<file path="config.mk">
export PLATFORM = sky130hd
export DESIGN_NAME = board_fetch_arbiter
export DESIGN_NICKNAME = d
export VERILOG_FILES = /design/src/rtl/board_fetch_arbiter.sv
export SDC_FILE = /design/constraint.sdc
export NUM_CORES = 1
export LEC_CHECK = 0
export CAP_MARGIN = 20
export CORE_UTILIZATION = 43
export DETAILED_ROUTE_END_ITERATION = 6
export PLACE_DENSITY = 0.78
export RECOVER_POWER = 25
export REMOVE_ABC_BUFFERS = 1
export SLEW_MARGIN = 0
export SYNTH_ARGS = -nofsm -noshare
export SYNTH_HDL_FRONTEND = slang
export SYNTH_SLANG_ARGS = --single-unit
</file>
<file path="constraint.sdc">
create_clock -name Clk -period 4.23 [get_ports Clk]
set_input_delay 0.423 -clock Clk [delete_from_list [all_inputs] [get_ports Clk]]
set_output_delay 0.423 -clock Clk [all_outputs]
set_load 0.005 [all_outputs]
</file>
<file path="src/rtl/board_fetch_arbiter.sv">
// Board cell RAM arbiter: display fetch (absolute priority) vs game access.
// Emits registered play_area/block_type one cycle behind DrawX/DrawY.
//
// Ports:
//   Clk, Reset_n            pixel clock, async active-low reset
//   DrawX, DrawY            current VGA pixel position
//   play_area, block_type   registered in-board flag and cell colour
//   gm_req/we/addr/wdata    game request (held until gm_gnt)
//   gm_gnt                  combinational grant pulse
//   gm_rvalid, gm_rdata     read return, cycle after a read grant
//   ram_addr/we/wdata       single-port RAM command
//   ram_rdata               RAM read data, 1-cycle latency
module board_fetch_arbiter #(
    parameter int BOARD_X0 = 240,
    parameter int BOARD_Y0 = 80,
    parameter int CELL_SH  = 4,
    parameter int COLS     = 10,
    parameter int ROWS     = 20
) (
    input  logic       Clk,
    input  logic       Reset_n,
    input  logic [9:0] DrawX,
    input  logic [9:0] DrawY,
    output logic       play_area,
    output logic [2:0] block_type,
    input  logic       gm_req,
    input  logic       gm_we,
    input  logic [7:0] gm_addr,
    input  logic [2:0] gm_wdata,
    output logic       gm_gnt,
    output logic       gm_rvalid,
    output logic [2:0] gm_rdata,
    output logic [7:0] ram_addr,
    output logic       ram_we,
    output logic [2:0] ram_wdata,
    input  logic [2:0] ram_rdata
);

    localparam int BW    = COLS << CELL_SH;
    localparam int BH    = ROWS << CELL_SH;
    localparam int NCELL = ROWS * COLS;

    localparam logic [2:0] EMPTY = 3'd0;

    typedef enum logic [1:0] {
        IDLE,
        DISP,
        GM_RD,
        GM_WR
    } owner_e;

    owner_e     owner_q, owner_d;
    logic       rd_oob_q, rd_oob_d;
    logic [2:0] next_cell_q, next_cell_d;
    logic [2:0] cur_cell_q, cur_cell_d;
    logic       play_area_q;
    logic [2:0] block_type_q, block_type_d;

    // Offsets are 11-bit two's complement; a negative offset has bit 10 set,
    // so a single unsigned compare against the extent rejects both sides.
    logic [10:0] lx, dx, dy;
    logic [10:0] row, col;
    logic        in_board, slot, gm_oob;
    logic [7:0]  slot_addr;
    logic [2:0]  cell_now;

    assign lx = {1'b0, DrawX} + 11'd2 - 11'(BOARD_X0);
    assign dx = {1'b0, DrawX} - 11'(BOARD_X0);
    assign dy = {1'b0, DrawY} - 11'(BOARD_Y0);

    assign in_board = (dx < 11'(BW)) && (dy < 11'(BH));

    // Fetch two pixels ahead of each cell's first pixel.
    assign slot = Reset_n
                && (lx < 11'(BW))
                && (dy < 11'(BH))
                && (lx[CELL_SH-1:0] == '0);

    assign row       = dy >> CELL_SH;
    assign col       = lx >> CELL_SH;
    assign slot_addr = 8'(row * 11'(COLS) + col);

    assign gm_oob = {1'b0, gm_addr} >= 9'(NCELL);
    assign gm_gnt = Reset_n && gm_req && !slot;

    always_comb begin
        ram_addr  = '0;
        ram_we    = 1'b0;
        ram_wdata = '0;
        owner_d   = IDLE;
        rd_oob_d  = 1'b0;
        unique case (1'b1)
            slot: begin
                ram_addr = slot_addr;
                owner_d  = DISP;
            end
            gm_gnt: begin
                ram_addr = gm_addr;
                if (gm_we) begin
                    ram_we    = !gm_oob;
                    ram_wdata = gm_wdata;
                    owner_d   = GM_WR;
                end else begin
                    owner_d  = GM_RD;
                    rd_oob_d = gm_oob;
                end
            end
            default: ;
        endcase
    end

    // On a cell's first pixel the freshly fetched colour is used directly
    // and latched as the current cell for the remaining pixels.
    always_comb begin
        next_cell_d  = next_cell_q;
        if (owner_q == DISP) begin
            next_cell_d = ram_rdata;
        end
        cell_now     = (dx[CELL_SH-1:0] == '0) ? next_cell_q : cur_cell_q;
        cur_cell_d   = cell_now;
        block_type_d = in_board ? cell_now : EMPTY;
    end

    always_ff @(posedge Clk or negedge Reset_n) begin
        if (!Reset_n) begin
            owner_q      <= IDLE;
            rd_oob_q     <= 1'b0;
            next_cell_q  <= EMPTY;
            cur_cell_q   <= EMPTY;
            play_area_q  <= 1'b0;
            block_type_q <= EMPTY;
        end else begin
            owner_q      <= owner_d;
            rd_oob_q     <= rd_oob_d;
            next_cell_q  <= next_cell_d;
            cur_cell_q   <= cur_cell_d;
            play_area_q  <= in_board;
            block_type_q <= block_type_d;
        end
    end

    assign play_area  = play_area_q;
    assign block_type = block_type_q;
    assign gm_rvalid  = (owner_q == GM_RD);
    assign gm_rdata   = (gm_rvalid && !rd_oob_q) ? ram_rdata : EMPTY;

endmodule

</file>
**Word level (Yosys, flattened, before mapping)**

Cells that the tools add are included.

- Flip-flop bits (word level): 13
- Bits of input ports: 38
- Word-level logic and storage cells: 42

- Add/subtract/negate cells: 5
- Multiply operators: 1
- Order comparisons: 4
- Equality and inequality tests: 2
- Multiplexer cells: 12
- Reduce and logical (&&, ||, !) cells: 12

Operators with widths:

| kind | count |
|---|---|
| 11-bit by 8-bit less-than comparator with 1-bit output, second input constant | 2 |
| 8-bit case mux with 2 select lines | 1 |
| 3-bit two-way mux | 5 |
| 10-bit by 2-bit adder with 11-bit output, second input constant | 1 |
| 11-bit by 9-bit less-than comparator with 1-bit output, second input constant | 1 |
| 10-bit by 7-bit subtractor with 11-bit output, second input constant | 1 |
| 10-bit by 8-bit subtractor with 11-bit output, second input constant | 1 |
| 11-bit by 8-bit subtractor with 11-bit output, second input constant | 1 |
| 8-bit by 7-bit adder with 8-bit output | 1 |
| 8-bit >= comparator, second input constant | 1 |
| 4-bit logical NOT | 2 |
| 1-bit logical AND | 7 |
| 7-bit by 3-bit multiplier with 7-bit output, second input constant | 1 |
| 1-bit two-way mux | 5 |
| 2-bit case mux with 2 select lines | 1 |
| 1-bit logical NOT | 3 |
| 2-bit by 1-bit == test with 1-bit output, second input constant | 1 |
| 2-bit == test, second input constant | 1 |

**Longest topological paths before layout**

Gate-level depths: netlist of run 1.

- Depth in word-level cells: 9
- Mapped depth: 12
- Gate-level depth less buffers: 12

**Least setup slack after synthesis of run 1**

No wires, ideal clock.

- Path kind: input port to output port
- From: input port DrawY[6]
- To: output port ram_addr[7]
- Data arrival time: 2,728 ps
- Slack: 1,079 ps
- Stages on the path: 12
- Buffers on the path: 1
- Cells stage by stage: buf_2 -> o21ai_1 -> xor2_1 -> ha_1 -> ha_1 -> fa_1 -> xor2_1 -> ha_1 -> a21oi_1 -> o21ai_0 -> xnor2_1 -> mux2i_1

- Longest elaborated chain between the ends: 7
- Elaborated cells between the ends (all ways): 9
- Classes of those cells: add/sub: 2; mul: 1; order compare: 1; mux: 1; reduce/logical: 4

Ends and longest elaborated chain:

| element | RTL line | text |
|---|---|---|
| start: declaration | 23 | `input logic [9:0] DrawY,` |
| 10-bit by 7-bit subtractor with 11-bit output (*) | 69 | `assign dy = {1'b0, DrawY} - 11'(BOARD_Y0);` |
| branches (longest 5 deep; another with 8-bit by 7-bit adder with 8-bit output) | - |  |
| 8-bit case mux with 2 select lines (*) | 92 | `unique case (1'b1)` |
| end: declaration | 33 | `output logic [7:0] ram_addr,` |

Mark *: on every way between the ends.

**Worst setup path in the final report of run 1**

- From: input port DrawY[4]
- To: output port ram_addr[6]

The elaborated chain is that of the path after synthesis.

==> results.cfg, run 1 <==
[worst_setup_path]
worst-endpoint-required_ns = 3.81
crit_arrival_ns = 3.57
path_class = in2out
cp-start-kind = primary input
cp_max_fo = 3
crit_path_end_kind = output port
worstRegToRegCells = 2

[clock_network]
numCtsBuffers = 3
hold_buffers = 0
cts_max_path_buffers = 2
htree_levels = 1
clock_latency_ns = 0.27
post-cts-setup-buffer-count = 0
clkSlewWorstSetupHoldPaths_ns = 0.07
cts_sinks = 13
root_buffer = clkbuf_4
cts_tree = yes

[routing]
ant_nets = 0
dr.pass1.iters = 3
vias_per_cell = 5.15
wl_per_cell_um = 11.3
vias = 1447
drcViolationCount = 0
totalWireLength_mm = 3.18
drtIter0Drc = 16

[place]
placedCellCount = 277
dp_hpwl_mm = 2.73
gp_congestion = 0.761
placement.io_buffers = 54

[pwr]
powerDensity_nw_per_um2 = 220
p_sw_uw = 161
seqPwrFrac = 0.308
p_int_uw = 325
leakagePower_uw = 0.000981
swShare = 0.332
ir_drop_uv = 94.6
comb_power_share = 0.542
p_clk_frac = 0.149

[timing]
finalCritPeriodShare = 0.945
clock_skew_ns = 0.00268
worst_pin_slew_ns = 0.824
timing.fmax_mhz = 250
slew_headroom = 0.451
hold_viol = 0
maxSlewViolCount = 0
grt_setup_unrepaired = no
setup_tns_ns = 0
hold_ws_ns = 0.495
post-route-min-period_ns = 4.00
finalSetupViolations = 0

[global_routing]
grt_max_degree = 16
grt_pass1_vias = 1400
grt.met3_usage = 0.0328
grt_pass1_wl_mm = 5.77
grt_use_total = 0.178
use_met1 = 0.205
busiest_layer = met2
antenna_found_initial = 0
grt_overflow_total = 0
grtUsageMet2 = 0.326

[final_layout]
mostFrequentLayoutCells = clkdlybuf4s50_1, nand2_1, xnor2_1, ha_1, dfrtp_1
n_antenna_cell = 0
nNetsFinal = 292
syn_to_final_growth_pct = 39.9
postLayoutCoreUtil = 0.647
final_common_cell = clkdlybuf4s50_1
instances_no_fill = 281
drive_gt1_frac = 0.0894

[die]
core_area_sq_um = 3420
fp.dieW_um = 62.6
die_area_sq_um = 3920
start_util = 0.462
pin_count = 59
num_rows = 21
die_h_um = 62.6

[flow_run]
cap_violations = 0

[synthesis]
syn_avg_cell_area_sq_um = 8.87
yosys_warnings = 0
syn_area_sq_um = 1580
synth_area_leaders = dfrtp_1, ha_1, xnor2_1
async_reset_ff_frac = 1.00
ys.flop_type = dfrtp_1
synth_edf_count = 0
syn_inst = 178
netlist-cell-type-count = 45
yosys_register_bits = 13
synth_seq_area_share = 0.206
synth_top_area_cell = dfrtp_1
synth_top_area_share = 0.206

[min_path]
worstHoldPathCells = 1
hold_path.class = reg2reg

[status]
status = completed
[critical path: stages]
cell and delay [ns]:
clkdlybuf4s50_1 0.49, inv_1 0.09, ha_2 0.32, inv_1 0.05, ha_1 0.28, ha_1 0.23, fa_1 0.38, xor2_1 0.17
ha_1 0.32, xor2_1 0.17, mux2i_1 0.12, clkdlybuf4s50_1 0.53
[layer usage]
metal,part of all wire,vias to the layer above
met4,0.019,0
met3,0.040,8
met5,0,-
li1,-,737
met2,0.50,35
met1,0.44,667
[stage by stage]
| step | cell area [sq um] | setup slack (ns) | power, uW |
|---|---|---|---|
| after detailed placement | 2180 | -0.0113 | 421 |
| final | 2210 | 0.233 | 486 |
| after CTS | 2210 | 0.210 | 494 |
| after floorplan | 1540 | 1.15 | 324 |
| after global placement | 2180 | 0.0484 | 412 |
| after global routing | 2210 | 0.00797 | 531 |
[kinds of logic after synthesis]
family | synth area share
DFF | 0.206
and+or+nand+nor | 0.208
adders and majority gates | 0.152
muxes | 0.0998
buffers and inverters | 0.0475
xor gates and xnor gates | 0.122
AOI/OAI and AO/OA | 0.164
[worst paths after layout]
kind | from | end | slack, ns
worst max-delay path | DrawY[4] | ram_addr[6] | 0.23
worst min-delay path | cur_cell_q[1] | cur_cell_q[1] | 0.49
worst min register to register | cur_cell_q[1] | cur_cell_q[1] | 0.49
min in group asynchronous | Reset_n | next_cell_q[0] | 0.72
max in group asynchronous | Reset_n | cur_cell_q[0] | 3.06
worst max register to register | owner_q[0] | next_cell_q[2] | 3.25
[power by group through the flow]
stage	Sequential [uW]	Combinational, uW	Clock [uW]
after global routing	151	299	81.3
after global placement	151	261	0
after detailed placement	153	268	0
after floorplan	150	174	0
after CTS	150	269	74.4
final	150	264	72.5
[cell usage after synthesis (all sizes together) (2+ instances only)]
master  count
nand2      18
ha         16
xnor2      16
dfrtp      13
a21oi      11
inv        10
mux2i       9
nor2b       9
nor2        8
and2        7
mux2        6
xor2        6
and4        4
buf         4
o21ai       4
clkbuf      3
nand2b      3
nand3       3
a21boi      2
a21o        2
a31oi       2
fa          2
nor3        2
nor3b       2
o22ai       2
o311ai      2
[sequential cells by signal, indices dropped and copies added (netlist names)]
register / flops
play_area: 1
next_cell_q: 3
owner_q: 2
rd_oob_q: 1
cur_cell_q: 3
block_type: 3
[area by class of cell]
cell class / count / area (sq um)
multi-input cells: 148 / 1180
repair buffers: 60 / 581
well taps: 46 / 57.6
fillers: 310 / 1210
clock buffers: 4 / 26.3
flip-flops and latches: 13 / 325
inverters: 10 / 37.5
[timing repair]
| action | CTS | global route |
|---|---|---|
| endpoints found under the hold margin | 0 | 0 |
| gates resized for setup | 2 | 0 |
| endpoints found under the setup margin | 1 | 0 |
Power figures use the tool's default switching activity.
==> run 2: changes to the inputs <==
--- a/config.mk
+++ b/config.mk
@@ -6,9 +6,10 @@
 export NUM_CORES = 1
 export LEC_CHECK = 0
 export CAP_MARGIN = 20
+export CORE_MARGIN = 2
 export CORE_UTILIZATION = 43
 export DETAILED_ROUTE_END_ITERATION = 6
-export PLACE_DENSITY = 0.78
+export PLACE_DENSITY = 0.75
 export RECOVER_POWER = 25
 export REMOVE_ABC_BUFFERS = 1
 export SLEW_MARGIN = 0
==> run 2 against run 1 <==
  * Die area increased by 6.5%
  * Hold slack better by 0.0036 ns
  * Final cell count increased by 2.1%
  * Largest cell class unchanged
  * First-iteration DRC count grew to 3.3 times the previous value
  * Count of clock-buffer cells in the layout down 1
==> results.cfg, run 2 (same netlist as run 1, synthesis figures left out) <==
[timing]
timing.fmax_mhz = 253
setup_tns_ns = 0
slew_headroom = 0.445
post-route-min-period_ns = 3.95
finalSetupViolations = 0
finalCritPeriodShare = 0.935
clock_skew_ns = 0.000604
maxSlewViolCount = 0
grt_setup_unrepaired = no
hold_ws_ns = 0.498
hold_viol = 0
worst_pin_slew_ns = 0.833
setup_slack_ns = 0.276

[worst_setup_path]
critPathMaxStageDelay_ns = 0.52
worstRegToRegCells = 2
crit_chain = clkdlybuf4s50_1, inv_1, ha_2, inv_1, ha_1, ha_1, fa_1, xor2_1, ha_1, xor2_1, mux2i_1, clkdlybuf4s50_1
worst_path_max_delay_cell = clkdlybuf4s50_1
cp_max_fo = 3
cpMostUsedCell = ha_1
r2r_end = next_cell_q[0]
rr_startpoint = owner_q[1]
crit_path_end_kind = output port
cp-start-kind = primary input
worst-endpoint-required_ns = 3.81
crit_arrival_ns = 3.53
path_class = in2out
r2r_slack_ns = 3.24

[routing]
ant_nets = 0
drtIter0Drc = 52
drcViolationCount = 0
vias = 1442
vias_per_cell = 5.02
dr.pass1.iters = 4
totalWireLength_mm = 3.26
wl_per_cell_um = 11.3

[final_layout]
fillers = 324
nNetsFinal = 296
postLayoutCoreUtil = 0.629
multi_input_area_sq_um = 1190
final_common_cell = clkdlybuf4s50_1
regArea_sq_um = 325
n_antenna_cell = 0
mostFrequentLayoutCells = clkdlybuf4s50_1, nand2_1, xnor2_1, ha_1, dfrtp_1
syn_to_final_growth_pct = 43.7
drive_gt1_frac = 0.113

[pwr]
leakagePower_uw = 0.00102
powerDensity_nw_per_um2 = 233
ir_drop_uv = 116

[die]
core_area_sq_um = 3610
start_util = 0.438
fp.dieW_um = 64.6
die_h_um = 64.6
die_area_sq_um = 4170
pin_count = 59
num_rows = 22

[clock_network]
clock_latency_ns = 0.24
cts_tree = yes
hold_buffers = 0
root_buffer = clkbuf_8
clkSlewWorstSetupHoldPaths_ns = 0.05
cts_max_path_buffers = 2
numCtsBuffers = 3
cts_sinks = 13
htree_levels = 1

[global_routing]
grt_overflow_total = 0
grt_pass1_vias = 1376
grt_max_degree = 16
grt_pass1_wl_mm = 5.83
antenna_found_initial = 0
grt_use_total = 0.172

[place]
place_ws_ns = 0.0282
placement.io_buffers = 54
gp_congestion = 0.758
dp_hpwl_mm = 2.73

[flow_run]
cap_violations = 0

[min_path]
worstHoldEndpoint = cur_cell_q[1]
worstHoldPathCells = 1
hold_path.class = reg2reg
min_from = cur_cell_q[1]

[status]
status = completed
-- run 2: layout make-up --
| class | count | share of cell area |
|---|---|---|
| multi-input cells | 148 | 0.523 |
| repair buffers | 64 | 0.271 |
| flip-flops and latches | 13 | 0.143 |
| well taps | 48 | 0.0265 |
| clock buffers | 3 | 0.0182 |
| inverters | 10 | 0.0165 |
| clock inverters | 1 | 0.00221 |
-- run 2: worst max path at each step --
stage / slack (ns) / startpoint / end
final: 0.28 / DrawY[4] / ram_addr[6]
after global placement: 0.07 / DrawY[5] / ram_addr[7]
after detailed placement: 0.03 / DrawY[4] / ram_addr[7]
after CTS: 0.02 / DrawY[4] / ram_addr[7]
after floorplan: 1.15 / DrawY[4] / ram_addr[7]
after global routing: 0.05 / DrawX[2] / ram_addr[6]
-- run 2: per-stage QoR --
stage / cell area (sq um) / instances / power [uW]
final: 2270 / 287 / 529
after global routing: 2270 / 287 / 578
after CTS: 2260 / 286 / 532
after detailed placement: 2210 / 282 / 422
after global placement: 2210 / 282 / 416
after floorplan: 1540 / 171 / 324
-- run 2: where the power goes --
group / switching (uW) / leakage (uW) / internal, uW
combinational: 120 / 0.000833 / 149
sequential: 7.38 / 0.000166 / 144
clock: 44.1 / 0.0000255 / 65.0
-- run 2: timing repair --
| item | in CTS | in global routing |
|---|---|---|
| endpoints found under the hold margin | 0 | 0 |
| setup endpoints to repair | 0 | 1 |
| resized for setup | 0 | 3 |
| buffers inserted | 0 | 1 |
-- run 2: layer usage --
layer,GRT usage,part of all wire
met1,0.208,0.43
met2,0.316,0.51
met3,0.0243,0.050
met4,0.0479,0.0086
met5,0,0
-- run 2: worst max-delay path: cells and delay by family --
family	cells	cell delay [ns]
adders and majority gates	5	1.48
xor gates and xnor gates	2	0.34
buffers and inverters	4	1.14
muxes	1	0.12
==> run 3: changes to the inputs <==
--- a/config.mk
+++ b/config.mk
@@ -5,10 +5,10 @@
 export SDC_FILE = /design/constraint.sdc
 export NUM_CORES = 1
 export LEC_CHECK = 0
-export CAP_MARGIN = 20
 export CORE_MARGIN = 2
 export CORE_UTILIZATION = 43
 export DETAILED_ROUTE_END_ITERATION = 6
+export GPL_TIMING_DRIVEN = 1
 export PLACE_DENSITY = 0.75
 export RECOVER_POWER = 25
 export REMOVE_ABC_BUFFERS = 1
==> results of run 3 <==
The final DEF is identical to that of run 2; final timing and power are the same.
